$ cat src/rtl/openfire_mem_ctrl.sv
// openfire_mem_ctrl: arbitrates the openfire CPU instruction and data ports
// onto one single-port synchronous RAM with one-cycle read latency. Each
// access walks IDLE -> ISSUE -> CAPTURE -> DONE, performs big-endian byte and
// halfword lane steering, and returns a one-cycle done pulse to its requester.
module openfire_mem_ctrl #(
    parameter int ADDR_WIDTH = 12
) (
    input  logic                  clock,
    input  logic                  reset,
    input  logic [31:0]           imem_addr,
    input  logic                  imem_re,
    output logic [31:0]           imem_data_in,
    output logic                  imem_done,
    input  logic [31:0]           dmem_addr,
    input  logic [31:0]           dmem_data_out,
    input  logic                  dmem_we,
    input  logic                  dmem_re,
    input  logic [1:0]            dmem_input_sel,
    output logic [31:0]           dmem_data_in,
    output logic                  dmem_done,
    output logic [ADDR_WIDTH-1:0] ram_addr,
    output logic                  ram_en,
    output logic                  ram_we,
    output logic [3:0]            ram_be,
    output logic [31:0]           ram_wdata,
    input  logic [31:0]           ram_rdata
);

    typedef enum logic [1:0] {IDLE, ISSUE, CAPTURE, DONE} state_t;

    localparam logic GRANT_IMEM = 1'b0;
    localparam logic GRANT_DMEM = 1'b1;

    state_t                state_q, state_d;
    logic                  lastGrant_q, lastGrant_d;
    logic                  grantDmem_q, grantDmem_d;
    logic                  isRead_q, isRead_d;
    logic [1:0]            size_q, size_d;
    logic [1:0]            offset_q, offset_d;
    logic [ADDR_WIDTH-1:0] ramAddr_q, ramAddr_d;
    logic                  ramEn_q, ramEn_d;
    logic                  ramWe_q, ramWe_d;
    logic [3:0]            ramBe_q, ramBe_d;
    logic [31:0]           ramWdata_q, ramWdata_d;
    logic [31:0]           imemData_q, imemData_d;
    logic [31:0]           dmemData_q, dmemData_d;
    logic                  imemDone_q, imemDone_d;
    logic                  dmemDone_q, dmemDone_d;

    logic                  dmemReq;
    logic                  grantValid;
    logic                  grantDmem;
    logic [31:0]           steered;
    logic                  unusedBits;

    assign dmemReq    = dmem_re | dmem_we;
    assign unusedBits = ^{imem_addr[31:ADDR_WIDTH+2], imem_addr[1:0],
                          dmem_addr[31:ADDR_WIDTH+2]};

    // State register; reset returns to IDLE and hands the first tie to dmem.
    always_ff @(posedge clock or negedge reset) begin
        if (!reset) begin
            state_q <= IDLE;
        end else begin
            state_q <= state_d;
        end
    end

    // Next-state logic with round-robin arbitration sampled only in IDLE.
    always_comb begin
        state_d    = state_q;
        grantValid = 1'b0;
        grantDmem  = 1'b0;
        case (state_q)
            IDLE: begin
                if (imem_re || dmemReq) begin
                    grantValid = 1'b1;
                    grantDmem  = dmemReq && (!imem_re || (lastGrant_q == GRANT_IMEM));
                    state_d    = ISSUE;
                end
            end
            ISSUE:   state_d = CAPTURE;
            CAPTURE: state_d = DONE;
            DONE:    state_d = IDLE;
            default: state_d = IDLE;
        endcase
    end

    // Big-endian read steering of the RAM word for the latched size and offset.
    always_comb begin
        steered = ram_rdata;
        case (size_q)
            2'b01: steered = {16'h0000, offset_q[1] ? ram_rdata[15:0] : ram_rdata[31:16]};
            2'b10: begin
                case (offset_q)
                    2'd0:    steered = {24'h000000, ram_rdata[31:24]};
                    2'd1:    steered = {24'h000000, ram_rdata[23:16]};
                    2'd2:    steered = {24'h000000, ram_rdata[15:8]};
                    default: steered = {24'h000000, ram_rdata[7:0]};
                endcase
            end
            default: steered = ram_rdata;
        endcase
    end

    // Output logic: load RAM command on grant, capture read data and done flags.
    always_comb begin
        lastGrant_d = lastGrant_q;
        grantDmem_d = grantDmem_q;
        isRead_d    = isRead_q;
        size_d      = size_q;
        offset_d    = offset_q;
        ramAddr_d   = ramAddr_q;
        ramEn_d     = 1'b0;
        ramWe_d     = 1'b0;
        ramBe_d     = ramBe_q;
        ramWdata_d  = ramWdata_q;
        imemData_d  = imemData_q;
        dmemData_d  = dmemData_q;
        imemDone_d  = 1'b0;
        dmemDone_d  = 1'b0;

        if (grantValid) begin
            ramEn_d     = 1'b1;
            grantDmem_d = grantDmem;
            lastGrant_d = grantDmem ? GRANT_DMEM : GRANT_IMEM;
            if (grantDmem) begin
                ramAddr_d  = dmem_addr[ADDR_WIDTH+1:2];
                isRead_d   = dmem_re;
                ramWe_d    = dmem_we & ~dmem_re;
                size_d     = dmem_input_sel;
                offset_d   = dmem_addr[1:0];
                ramBe_d    = 4'b1111;
                ramWdata_d = dmem_data_out;
                if (!dmem_re) begin
                    case (dmem_input_sel)
                        2'b01: begin
                            ramWdata_d = {2{dmem_data_out[15:0]}};
                            ramBe_d    = dmem_addr[1] ? 4'b0011 : 4'b1100;
                        end
                        2'b10: begin
                            ramWdata_d = {4{dmem_data_out[7:0]}};
                            ramBe_d    = 4'b1000 >> dmem_addr[1:0];
                        end
                        default: begin
                            ramWdata_d = dmem_data_out;
                            ramBe_d    = 4'b1111;
                        end
                    endcase
                end
            end else begin
                ramAddr_d = imem_addr[ADDR_WIDTH+1:2];
                isRead_d  = 1'b1;
                size_d    = 2'b00;
                offset_d  = 2'b00;
                ramBe_d   = 4'b1111;
            end
        end

        if (state_q == CAPTURE) begin
            if (grantDmem_q) begin
                dmemDone_d = 1'b1;
                if (isRead_q) begin
                    dmemData_d = steered;
                end
            end else begin
                imemDone_d = 1'b1;
                imemData_d = steered;
            end
        end
    end

    // Datapath and output registers, all cleared asynchronously by reset.
    always_ff @(posedge clock or negedge reset) begin
        if (!reset) begin
            lastGrant_q <= GRANT_IMEM;
            grantDmem_q <= 1'b0;
            isRead_q    <= 1'b0;
            size_q      <= 2'b00;
            offset_q    <= 2'b00;
            ramAddr_q   <= '0;
            ramEn_q     <= 1'b0;
            ramWe_q     <= 1'b0;
            ramBe_q     <= 4'b0000;
            ramWdata_q  <= 32'h0;
            imemData_q  <= 32'h0;
            dmemData_q  <= 32'h0;
            imemDone_q  <= 1'b0;
            dmemDone_q  <= 1'b0;
        end else begin
            lastGrant_q <= lastGrant_d;
            grantDmem_q <= grantDmem_d;
            isRead_q    <= isRead_d;
            size_q      <= size_d;
            offset_q    <= offset_d;
            ramAddr_q   <= ramAddr_d;
            ramEn_q     <= ramEn_d;
            ramWe_q     <= ramWe_d;
            ramBe_q     <= ramBe_d;
            ramWdata_q  <= ramWdata_d;
            imemData_q  <= imemData_d;
            dmemData_q  <= dmemData_d;
            imemDone_q  <= imemDone_d;
            dmemDone_q  <= dmemDone_d;
        end
    end

    assign ram_addr     = ramAddr_q;
    assign ram_en       = ramEn_q;
    assign ram_we       = ramWe_q;
    assign ram_be       = ramBe_q;
    assign ram_wdata    = ramWdata_q;
    assign imem_data_in = imemData_q;
    assign dmem_data_in = dmemData_q;
    assign imem_done    = imemDone_q;
    assign dmem_done    = dmemDone_q;

endmodule

$ cat config.mk
export PLATFORM = sky130hd
export DESIGN_NAME = openfire_mem_ctrl
export DESIGN_NICKNAME = d
export VERILOG_FILES = /design/src/rtl/openfire_mem_ctrl.sv
export SDC_FILE = /design/constraint.sdc
export NUM_CORES = 1
export LEC_CHECK = 0
export BUFFER_PORTS_ARGS = -buffer_cell sky130_fd_sc_hd__clkbuf_2
export CAP_MARGIN = 15
export CORE_MARGIN = 2
export CORE_UTILIZATION = 35
export DETAILED_ROUTE_END_ITERATION = 6
export HOLD_SLACK_MARGIN = 0.15
export SYNTH_ARGS = -nofsm -noshare
export SYNTH_HDL_FRONTEND = slang
export SYNTH_SLANG_ARGS = --single-unit
$ cat constraint.sdc
create_clock -name clock -period 3.2 [get_ports clock]
set_input_delay 0.64 -clock clock [delete_from_list [all_inputs] [get_ports clock]]
set_output_delay 0.64 -clock clock [all_outputs]
set_load 0.01 [all_outputs]
======== Word level (Yosys, flattened, before mapping) ========
Index checks and enable logic that the tools add are counted.
storage, ports and cells
  output and inout bits ................... 116
  flip-flop bits (word level) ............. 125
operators by class
  muxes and demuxes ....................... 27
  reduce and logical (&&, ||, !) cells .... 9
  bitwise logic cells ..................... 5
  shifts and indexed selects .............. 1
  eq/ne operators ......................... 10
operators with widths
  operator                                                             number
  32-bit one-hot mux with 2 select lines                               2
  32-bit 2-to-1 mux                                                    1
  8-bit one-hot mux with 3 select lines                                1
  16-bit 2-to-1 mux                                                    1
  1-bit 2-to-1 mux                                                     13
  12-bit 2-to-1 mux                                                    1
  4-bit 2-to-1 mux                                                     3
  2-bit == test (second input constant)                                5
  2-bit by 1-bit == test with 1-bit output (second input constant)     4
  2-bit one-hot mux with 4 select lines                                1
  4-bit one-hot mux with 2 select lines                                1
  2-bit 2-to-1 mux                                                     3
  2-bit zero test                                                      2
  2-bit AND reduction                                                  2
  4-bit by 2-bit right shift with 4-bit output (first input constant)  1
  1-bit inverter                                                       3
  3-bit AND reduction                                                  1
  1-bit logical OR                                                     2
  2-bit inequality test (second input constant)                        1
  1-bit bitwise AND                                                    1
  1-bit logical AND                                                    1
  1-bit zero test                                                      1
  1-bit OR                                                             1

======== Longest topological paths before layout ========
  word-level depth ........................ 7
  depth in mapped cells ................... 7
  gate-level depth less buffers ........... 6

======== Least setup slack after synthesis ========
Ideal clock, no wire load.
  kind .................................... input to register
  start ................................... input port dmem_input_sel[0]
  end ..................................... register ramWdata_q[14] (netlist: ram_wdata[14])
  data arrival time ....................... 1,918 ps
  data required time ...................... 3,067 ps
  path slack .............................. 1,149 ps
  path buffers ............................ 2
  stages on the path ...................... 7
  cells stage by stage .................... inv_1 ha_1 or2_2 buf_2 buf_2 a221oi_1 o31ai_1
on the way
  word-level cells in the longest chain between the ends .. 3
ends and longest elaborated chain
  item                                                                              line  source
  from (decl)                                                                       18    input logic [1:0] dmem_input_sel,
  2-bit == test / 2-bit by 1-bit == test with 1-bit output (equally long branches)  136   case (dmem_input_sel)
  32-bit one-hot mux with 2 select lines *                                          136
  32-bit 2-to-1 mux *                                                               135   if (!dmem_re) begin
  to (signal assigned)                                                              200   ramWdata_q <= ramWdata_d;
  to (decl)                                                                         44    logic [31:0] ramWdata_q, ramWdata_d;
Mark *: on every way between the ends. The rest lies on a longest branch, timed or not.
A chain may end at the register's enable or synchronous reset.

======== Final worst setup path ========
  start ................................... register state_q[0]
  end ..................................... register ramWdata_q[5] (netlist: ram_wdata[5])
on the way
  word-level cells in the longest chain between the ends .. 3
ends and longest elaborated chain
  item                             line  source
  from (decl)                      34    state_t state_q, state_d;
  from (signal assigned)           65    state_q <= state_d;
  2-bit zero test *                74    case (state_q)
  1-bit 2-to-1 mux                 74
  2-bit AND reduction (no line) *  n/a
Marks and branches as above.

==> metrics.yaml <==
run_status:
  outcome: "completed"
die:
  initial_utilization: 0.354
  rows: 47
  die_y_um: 133
  die-area_mm2: 0.0176
  core-area_mm2: 0.0164
  chipWidth_um: 133
  boundaryPins: 251
timing:
  fin_worst_skew_ns: 0.00704
  timing.fmax_ghz: 0.478
  finalSetupViolCount: 0
  worstMarginPinSlew_ns: 0.769
  hold_viol_final: 0
  slew_viol_final: 0
  period_minus_slack_ns: 2.09
  slew_headroom: 0.487
  finalSetupTns_ns: 0
  hold_slack_ns: 0.234
  fin_crit_sh: 0.654
  rsz0062_at_grt: "false"
power_and_ir_drop:
  leakage_uw: 0.00364
  p_per_area_mw_per_mm2: 1040
  p_switching_uw: 3120
  peakVddDrop_mv: 0.457
  pwr-share-comb: 0.410
  pwr-share-clk: 0.243
  p_int_uw: 4800
  netSwitchingFraction: 0.393
  p_seq_frac: 0.347
worst_setup_path:
  end_kind: "flip-flop"
  r2r-end: "ram_wdata[5]"
  worstPathRequired_ns: 3.50
  critical_path_peak_fanout: 27
  setup.worst_path.class: "reg -> reg"
  regToRegSetupSlack_ns: 1.11
  cp.arrival_ns: 2.40
  r2r_start: "state_q[0]"
  startpoint_type: "flip-flop"
  worst-r2r-cell-count: 6
cts:
  cts_resized: 0
  postCtsSetupBuffers: 0
  clockBufferDepth: 2
  root_buffer: "clkbuf_16"
  cts_hold_buf: 0
  path_clk_slew_ns: 0.06
  cts_tree: "done"
  clock_latency_ns: 0.42
  cts.sinks: 124
  htreeDepth: 4
  cts_buffers: 17
routing:
  wirelength_um: 17800
  route.vias.total: 5273
  drt_drc_violations_left: 0
  routedWlPerCell_um: 17.6
  drtIter0Drc: 352
  viasPerCell: 5.22
  ant_nets: 0
  first_pass_iters: 7
finish:
  area_delta_synth_final_pct: 31.0
  fillers: 1603
  fin_util: 0.464
  diodes: 0
  nets: 919
  drive_above_1_share: 0.378
  stdcell_count: 1010
yosys:
  yosysWarnings: 0
  synth.avg_cell_area_um2: 9.96
  ys_seq_area_frac: 0.535
  ys_seq_elements: 124
  ys.flop_type: "dfrtp_1"
  synth_top_area_frac: 0.535
  yosys-top-cells-area: "dfrtp_1 (53%), o21ai_0 (6.6%), mux2_2 (6.2%), nand2_1 (4.9%), a221oi_1 (3.6%)"
  synth_area_mm2: 0.00580
  synth_fp_nets: 725
  synth_edf_count: 0
  synth_top_area_cell: "dfrtp_1"
  synthTopCellsByCount: "dfrtp_1 (124), o21ai_0 (76), nand2_1 (75)"
  synth_most_common_cell: "dfrtp_1"
  syn-instance-count: 583
  async_flop_share: 1.00
  ys_types: 43
grt:
  antenna_found_initial: 0
  grt.overflow.total: 0
  grt_pass1_vias: 5076
  grtUsageTotal: 0.201
  grt_max_degree: 50
  grt_pass1_wl_um: 27800
placed_design:
  numPortBuffers: 212
  hpwl_um: 12600
  gp_congestion: 0.784
  dp_cells: 978
job:
  maxCapViolations: 0
worst_hold_path:
  hold_path_class: "in -> async"
## worst max-delay path by stage
stage                      start  cells past startpoint       endpoint  slack, ns
2_1_floorplan  dmem_input_sel[0]                      7  ram_wdata[14]       1.15
3_3_place_gp             dmem_re                      4   ram_wdata[2]       0.85
3_5_place_dp             dmem_re                      4   ram_wdata[5]       0.83
4_1_cts               state_q[0]                      6   ram_wdata[5]       1.10
5_1_grt               state_q[0]                      6   ram_wdata[0]       0.95
6_report              state_q[0]                      6   ram_wdata[5]       1.11
## power groups by stage
stage | Sequential (uW) | Clock, uW | Combinational, uW
5_1_grt | 2830 | 2040 | 3630
4_1_cts | 2750 | 1960 | 3300
6_report | 2740 | 1930 | 3250
2_1_floorplan | 2970 | 0 | 1810
3_5_place_dp | 2770 | 0 | 3290
3_3_place_gp | 2750 | 0 | 3250
## per-layer routing
layer,GRT usage,wire length (um),vias to the layer above
li1,-,-,2495
met5,0,0,-
met2,0.317,8460,217
met1,0.271,7740,2547
met3,0.0632,1390,14
met4,0.0502,162,0
## placed cells by master, fill, tap and decap left out, types with 2 or more instances in the layout
master and n:
ha_1 7, or2_2 3, a221oi_1 24, o21ai_0 76, clkbuf_8 2, buf_4 9, a311oi_1 8, bufinv_16 2
nand2_1 75, o31ai_1 16, clkbuf_2 211, a21oi_1 23, clkinv_2 3, a222oi_1 8, inv_1 8, dfrtp_1 124
nand3_1 10, clkinv_4 5, nor2_2 3, a31oi_1 20, and3_1 9, o22ai_1 2, o22a_1 2, nor3b_1 2
clkbuf_16 17, nor2_1 52, and2_1 10, mux2_2 32, clkinvlp_4 2, nor2b_1 9
## cells by family after synthesis
family / count (synthesis) / share of synthesized area
AOI/OAI and AO/OA: 186 / 0.207
and+or+nand+nor: 178 / 0.135
DFF: 124 / 0.535
buffers and inverters: 55 / 0.0438
muxes: 33 / 0.0647
adders and majority gates: 7 / 0.0151
## final cells by class
type	count	area, um2	share of cell area
inverters	9	33.8	0.00444
flip-flops and latches	124	3100	0.408
repair buffers	221	1140	0.150
clock inverters	13	143	0.0188
clock buffers	19	453	0.0595
well taps	220	275	0.0362
multi-input cells	404	2450	0.323
## metrics by stage
stage          setup WS, ns  instance area [um2]  total power [uW]
5_1_grt               0.955                 7610              8500
3_3_place_gp          0.852                 7010              6000
6_report               1.11                 7610              7920
3_5_place_dp          0.826                 7010              6060
4_1_cts                1.10                 7610              8010
2_1_floorplan          1.15                 5800              4780
## state kept, by name, indices dropped and copies added, names as in the netlist, 2 cells and up
signal and flops:
imem_data_in 32, ram_be 4, ram_wdata 32, size_q 2
dmem_data_in 32, ram_addr 12, state_q 2, offset_q 2
## worst max-delay path: stages, from the launching register on
cell and delay [ns]:
dfrtp_1 0.36, inv_1 0.12, ha_1 0.23, a21boi_2 0.17
buf_4 0.28, nand2_2 0.40, mux2_2 0.41
Note: power is estimated with default switching activity, not from simulation.
